**src/rtl/activation_serializer.sv**
```systemverilog
// Bit-serial activation transmitter: buffers 8-bit words and emits each as a 32-bit LSB-first frame.
// Optional macro ACT_SER_UNDERFLOW_CNT_EN adds a saturating count of bubble (empty-fifo) frames.
module activation_serializer #(
  parameter int START_QUANTIZE_BIT = 11,
  parameter int FIFO_DEPTH         = 2
) (
  input  logic        clk,
  input  logic        reset,
  input  logic        in_valid_i,
  output logic        in_ready_o,
  input  logic [7:0]  in_data_i,
  output logic        serial_out_o,
  output logic        frame_start_o,
  output logic        frame_valid_o,
  output logic [4:0]  counter_o,
  output logic [2:0]  fifo_level_o
`ifdef ACT_SER_UNDERFLOW_CNT_EN
  ,
  output logic [15:0] underflow_cnt_o
`endif
);

  if (START_QUANTIZE_BIT < 0 || START_QUANTIZE_BIT > 23) begin : g_bad_sqb
    $error("activation_serializer: START_QUANTIZE_BIT must be 0..23");
  end
  if (FIFO_DEPTH < 1 || FIFO_DEPTH > 4) begin : g_bad_depth
    $error("activation_serializer: FIFO_DEPTH must be 1..4");
  end

  logic [4:0]                  counter_q;
  logic [31:0]                 shift_q, shift_d;
  logic                        fv_q, fv_d;
  logic [FIFO_DEPTH-1:0][7:0]  mem_q, mem_d;
  logic [2:0]                  level_q, level_d;
  logic [2:0]                  wr_idx;
  logic                        load, push, pop;

  assign in_ready_o    = level_q < 3'(FIFO_DEPTH);
  assign serial_out_o  = shift_q[0];
  assign frame_start_o = counter_q == 5'd0;
  assign frame_valid_o = fv_q;
  assign counter_o     = counter_q;
  assign fifo_level_o  = level_q;

  assign load   = counter_q == 5'd31;
  assign push   = in_valid_i && in_ready_o;
  assign pop    = load && (level_q != 3'd0);
  // Head lives at mem[0]; a pop shifts the queue down, so the tail slot moves too.
  assign wr_idx = pop ? level_q - 3'd1 : level_q;

  always_comb begin
    mem_d   = mem_q;
    level_d = level_q;
    shift_d = shift_q >> 1;
    fv_d    = fv_q;
    if (load) begin
      if (pop) begin
        shift_d = {24'd0, mem_q[0]} << START_QUANTIZE_BIT;
        fv_d    = 1'b1;
        for (int i = 0; i < FIFO_DEPTH - 1; i++) mem_d[i] = mem_q[i+1];
      end else begin
        shift_d = '0;
        fv_d    = 1'b0;
      end
    end
    for (int i = 0; i < FIFO_DEPTH; i++)
      if (push && wr_idx == 3'(i)) mem_d[i] = in_data_i;
    case ({push, pop})
      2'b10:   level_d = level_q + 3'd1;
      2'b01:   level_d = level_q - 3'd1;
      default: level_d = level_q;
    endcase
  end

  always_ff @(posedge clk) begin
    if (reset) begin
      counter_q <= '0;
      shift_q   <= '0;
      fv_q      <= 1'b0;
      mem_q     <= '0;
      level_q   <= '0;
    end else begin
      counter_q <= counter_q + 5'd1;
      shift_q   <= shift_d;
      fv_q      <= fv_d;
      mem_q     <= mem_d;
      level_q   <= level_d;
    end
  end

`ifdef ACT_SER_UNDERFLOW_CNT_EN
  logic [15:0] uf_q;
  assign underflow_cnt_o = uf_q;

  always_ff @(posedge clk) begin
    if (reset)                                         uf_q <= '0;
    else if (load && level_q == 3'd0 && uf_q != 16'hFFFF) uf_q <= uf_q + 16'd1;
  end
`endif

endmodule

```
**config.mk**
```make
export PLATFORM = sky130hd
export DESIGN_NAME = activation_serializer
export DESIGN_NICKNAME = d
export VERILOG_FILES = /design/src/rtl/activation_serializer.sv
export SDC_FILE = /design/constraint.sdc
export NUM_CORES = 1
export LEC_CHECK = 0
export CAP_MARGIN = 5
export CORE_ASPECT_RATIO = 1.25
export CORE_MARGIN = 2
export CORE_UTILIZATION = 54
export DETAILED_ROUTE_END_ITERATION = 6
export PLACE_DENSITY_LB_ADDON = 0.15
export SYNTH_ARGS = -nofsm -noshare
export SYNTH_HDL_FRONTEND = slang
export SYNTH_SLANG_ARGS = --single-unit
```
**constraint.sdc**
```tcl
create_clock -name clk -period 2.8 [get_ports clk]
set_input_delay 0.56 -clock clk [delete_from_list [all_inputs] [get_ports clk]]
set_output_delay 0.56 -clock clk [all_outputs]
set_load 0.1 [all_outputs]
```
==> results by group <==
STA
  – Worst slew margin: a little under two thirds
  – RSZ-0062 raised after global routing: no
  – Final Hold Fails: 0
  – Setup TNS: 0 ns
  – Final Worst Setup Slack: just under 0.3 ns
  – Pins Over Slew Limit: 0
  – Min Tclk post-route: around 2.5 ns
  – Tcrit/Tclk final: 89.5%
  – Slew of the pin with the lowest slew margin: ~0.53 ns
  – Setup-failing EPs final: 0
  – Clk_skew: 0.00666 ns
  – Max Fclk: between 300 and 400 MHz

GRT
  – Global-route wire length before repair: just under 6000 um
  – All-Layer GR Usage: a little under a fifth
  – Vias in the first global route: between 1000 and 1500
  – Overflow after GRT: 0
  – Largest net degree at the start of global routing: 26
  – Initial antenna violation count: 0

Pwr
  – Switching Fraction: around 29%
  – Share of power burned in registers: 46.8%
  – Internal power: roughly 1000 uW
  – Peak supply drop: between 500 and 600 uV
  – Part of the power in the clock network: approximately a third
  – Gate power share: 18.8%
  – Pwr dens: between 600 and 700 nW/um^2
  – Pleak: about 0.00097 uW
  – Psw: 422 uW

Critical path
  – Worst reg2reg startpoint: fifo_level_o[0]
  – CP endpoint kind: register
  – Critical Path Max Stage Delay: 0.64 ns
  – Critical path launch point type: register
  – Arr. time, crit path: approximately 2.7 ns
  – Critical Path Fanout Max: 15
  – R2R depth: 6
  – Slowest cell on crit path: dfxtp_1
  – Reg2reg end: mem_q[0]
  – Critical Path Most Common Cell: ha_1
  – WP data required: between 2 and 3 ns
  – Setup slack, reg-to-reg: approximately 0.3 ns
  – Kind of critical path: register to register
  – Crit-path cells: inv_1 -> ha_1 -> ha_1 -> nand4b_2 -> a2111oi_0 -> a211oi_1

Final layout
  – Non-Filler Instances: 240
  – Fraction of layout cells with a size suffix above 1: about 14%
  – Most frequent cells in the layout: dfxtp_1, nand2b_1, mux2i_1, buf_4, and2_1
  – # diodes: 0
  – Syn-to-layout area delta: 17.9%
  – Commonest non-fill, non-tap cell in the layout: dfxtp_1
  – Final nets: 220

Clocking
  – Clock Tree Buf Depth: 2
  – CTS tree: yes
  – Post-CTS Resized: 0
  – Root Buffer: clkbuf_8
  – Later-pin clock latency in the skew report: 0.30 ns
  – Reg clk slew, reported paths: 0.08 ns
  – Post-CTS Setup Bufs: 0
  – Number of CTS-inserted buffers: 5
  – CTS Hold Buffers Added: 0
  – CTS H-tree depth: 2
  – Sink Count: 44

Synth
  – Mean Syn Cell Area: roughly 10 sq um
  – YS warnings: 0
  – Synth top area share: a little under half
  – Synth Register Bits: 44
  – Mapped Cells: about 180
  – Post-synth cell types: 30
  – Netlist Area Pre-Place: between 1500 and 2000 sq um
  – Synthesized Nets: 200
  – Post-synth top area cell: dfxtp_1
  – Sequential area share after synthesis: 46.9%
  – Ranking of synthesized cells by area: dfxtp_1, mux2i_1, nand2b_1, ha_1, a2111oi_0

Routing
  – Routed vias: 1326
  – Vias per cell: between 5 and 6
  – DRC viols: 0
  – WL final: between 3000 and 4000 um
  – DRT iter0 DRCs: 55
  – Final ANT Viol Nets: 0
  – Wire length per cell: ~15 um
  – Detailed Routing Iterations Pass 1: 4

Worst hold path
  – Worst hold stages: 1
  – Hold path endpoint: shift_q[5]
  – Worst hold path class: register to register
  – Worst hold start: shift_q[6]

Floorplan
  – Core box area: between 3000 and 4000 sq um
  – Die area: a little under 4000 sq um
  – Die width: between 50 and 60 um
  – Ports: 23
  – Initial core utilization: 57.7%
  – Die Span Y: around 70 um
  – Row count: 23

Place
  – Port bufs: 22
  – Inst Count DP: between 200 and 250
  – DP Worst Slack: 0.326 ns
  – Global placer's final weighted congestion: 0.761
  – Post-DP HPWL: between 2000 and 3000 um

Run status
  – Status: finished, final reports clean

Run
  – Maxcap violations: 0
critical path: cells and delay by family (launching register included):
family / cells / cell delay, ns
adders and majority gates: 2 / 0.51
buffers and inverters: 1 / 0.13
AOI/OAI and AO/OA: 2 / 0.72
and+or+nand+nor: 1 / 0.38
DFF: 1 / 0.64
stage by stage:
| step | cell area, sq um | power [uW] | hold WS (ns) | util (%) |
|---|---|---|---|---|
| 5_1_grt | 2210 | 1520 | 0.444 | 68.0 |
| 3_3_place_gp | 2090 | 966 | 0.412 | 64.3 |
| 2_1_floorplan | 1890 | 915 | 0.406 | - |
| 3_5_place_dp | 2090 | 978 | 0.415 | 64.3 |
| 6_report | 2210 | 1470 | 0.431 | 68.0 |
| 4_1_cts | 2210 | 1480 | 0.433 | 68.0 |
layout make-up:
type                            instances  area, sq um
Tap cell                               37         46.3
Clock buffer                            6         82.6
Clock inverter                          2         38.8
Multi-Input combinational cell        120          928
Fill cell                             267         1040
Inverter                                6         22.5
Timing Repair Buffer                   25          213
Sequential cell                        44          881
sequential cells by signal, indices dropped and copies added (netlist names):
name / cells
counter_o: 5
fifo_level_o: 3
frame_valid_o: 1
mem_q: 16
shift_q: 19
how the worst max path moves through the flow:
stage | end | start
after floorplan | fifo_level_o[2] | fifo_level_o[0]
after global placement | mem_q[11] | fifo_level_o[0]
after detailed placement | mem_q[7] | fifo_level_o[0]
after CTS | mem_q[7] | fifo_level_o[0]
after global routing | mem_q[7] | fifo_level_o[0]
final | mem_q[0] | fifo_level_o[0]
cell usage after synthesis (all sizes together):
cell and count:
a21oi 9, xnor2 1, a211oi 9, nor3b 3, nand4b 1, a211o 2
o21ai 1, and3 1, xor2 3, or3b 1, nand2b 25, nor2b 3
o21bai 1, dfxtp 44, ha 7, nand3b 7, clkbuf 7, and3b 1
buf 5, mux2i 16, inv 6, nor2 8, a2111oi 8, nor4b 1
nand3 1, and2 11
power by group through the flow:
stage	logic, uW	registers, uW	clock network [uW]
2_1_floorplan	165	750	0
3_3_place_gp	267	698	0
3_5_place_dp	276	702	0
4_1_cts	278	687	514
5_1_grt	292	693	533
6_report	277	687	505
logic make-up (layout without fill, tap and decap cells):
kind of cell             count (synthesis)  in the layout  synth area share (%)
AO/OA/AOI/OAI                           30             30                  11.8
XOR/XNOR                                 4              4                  1.87
adder cells (fa/ha/maj)                  7              7                  4.67
buffers and inverters                   18             39                  4.40
flip-flops                              44             44                  46.9
multiplexers                            16             16                  8.53
AND/OR/NAND/NOR                         63             63                  21.8
layer usage:
| layer | global-route usage [%] | vias up | wire [um] |
|---|---|---|---|
| met5 | 0 | - | 0 |
| met4 | 9.30 | 0 | 60 |
| met3 | 3.33 | 5 | 99 |
| met2 | 32.3 | 25 | 1760 |
| met1 | 22.6 | 629 | 1580 |
| li1 | - | 667 | - |
Note: power is estimated with default switching activity, not from simulation.
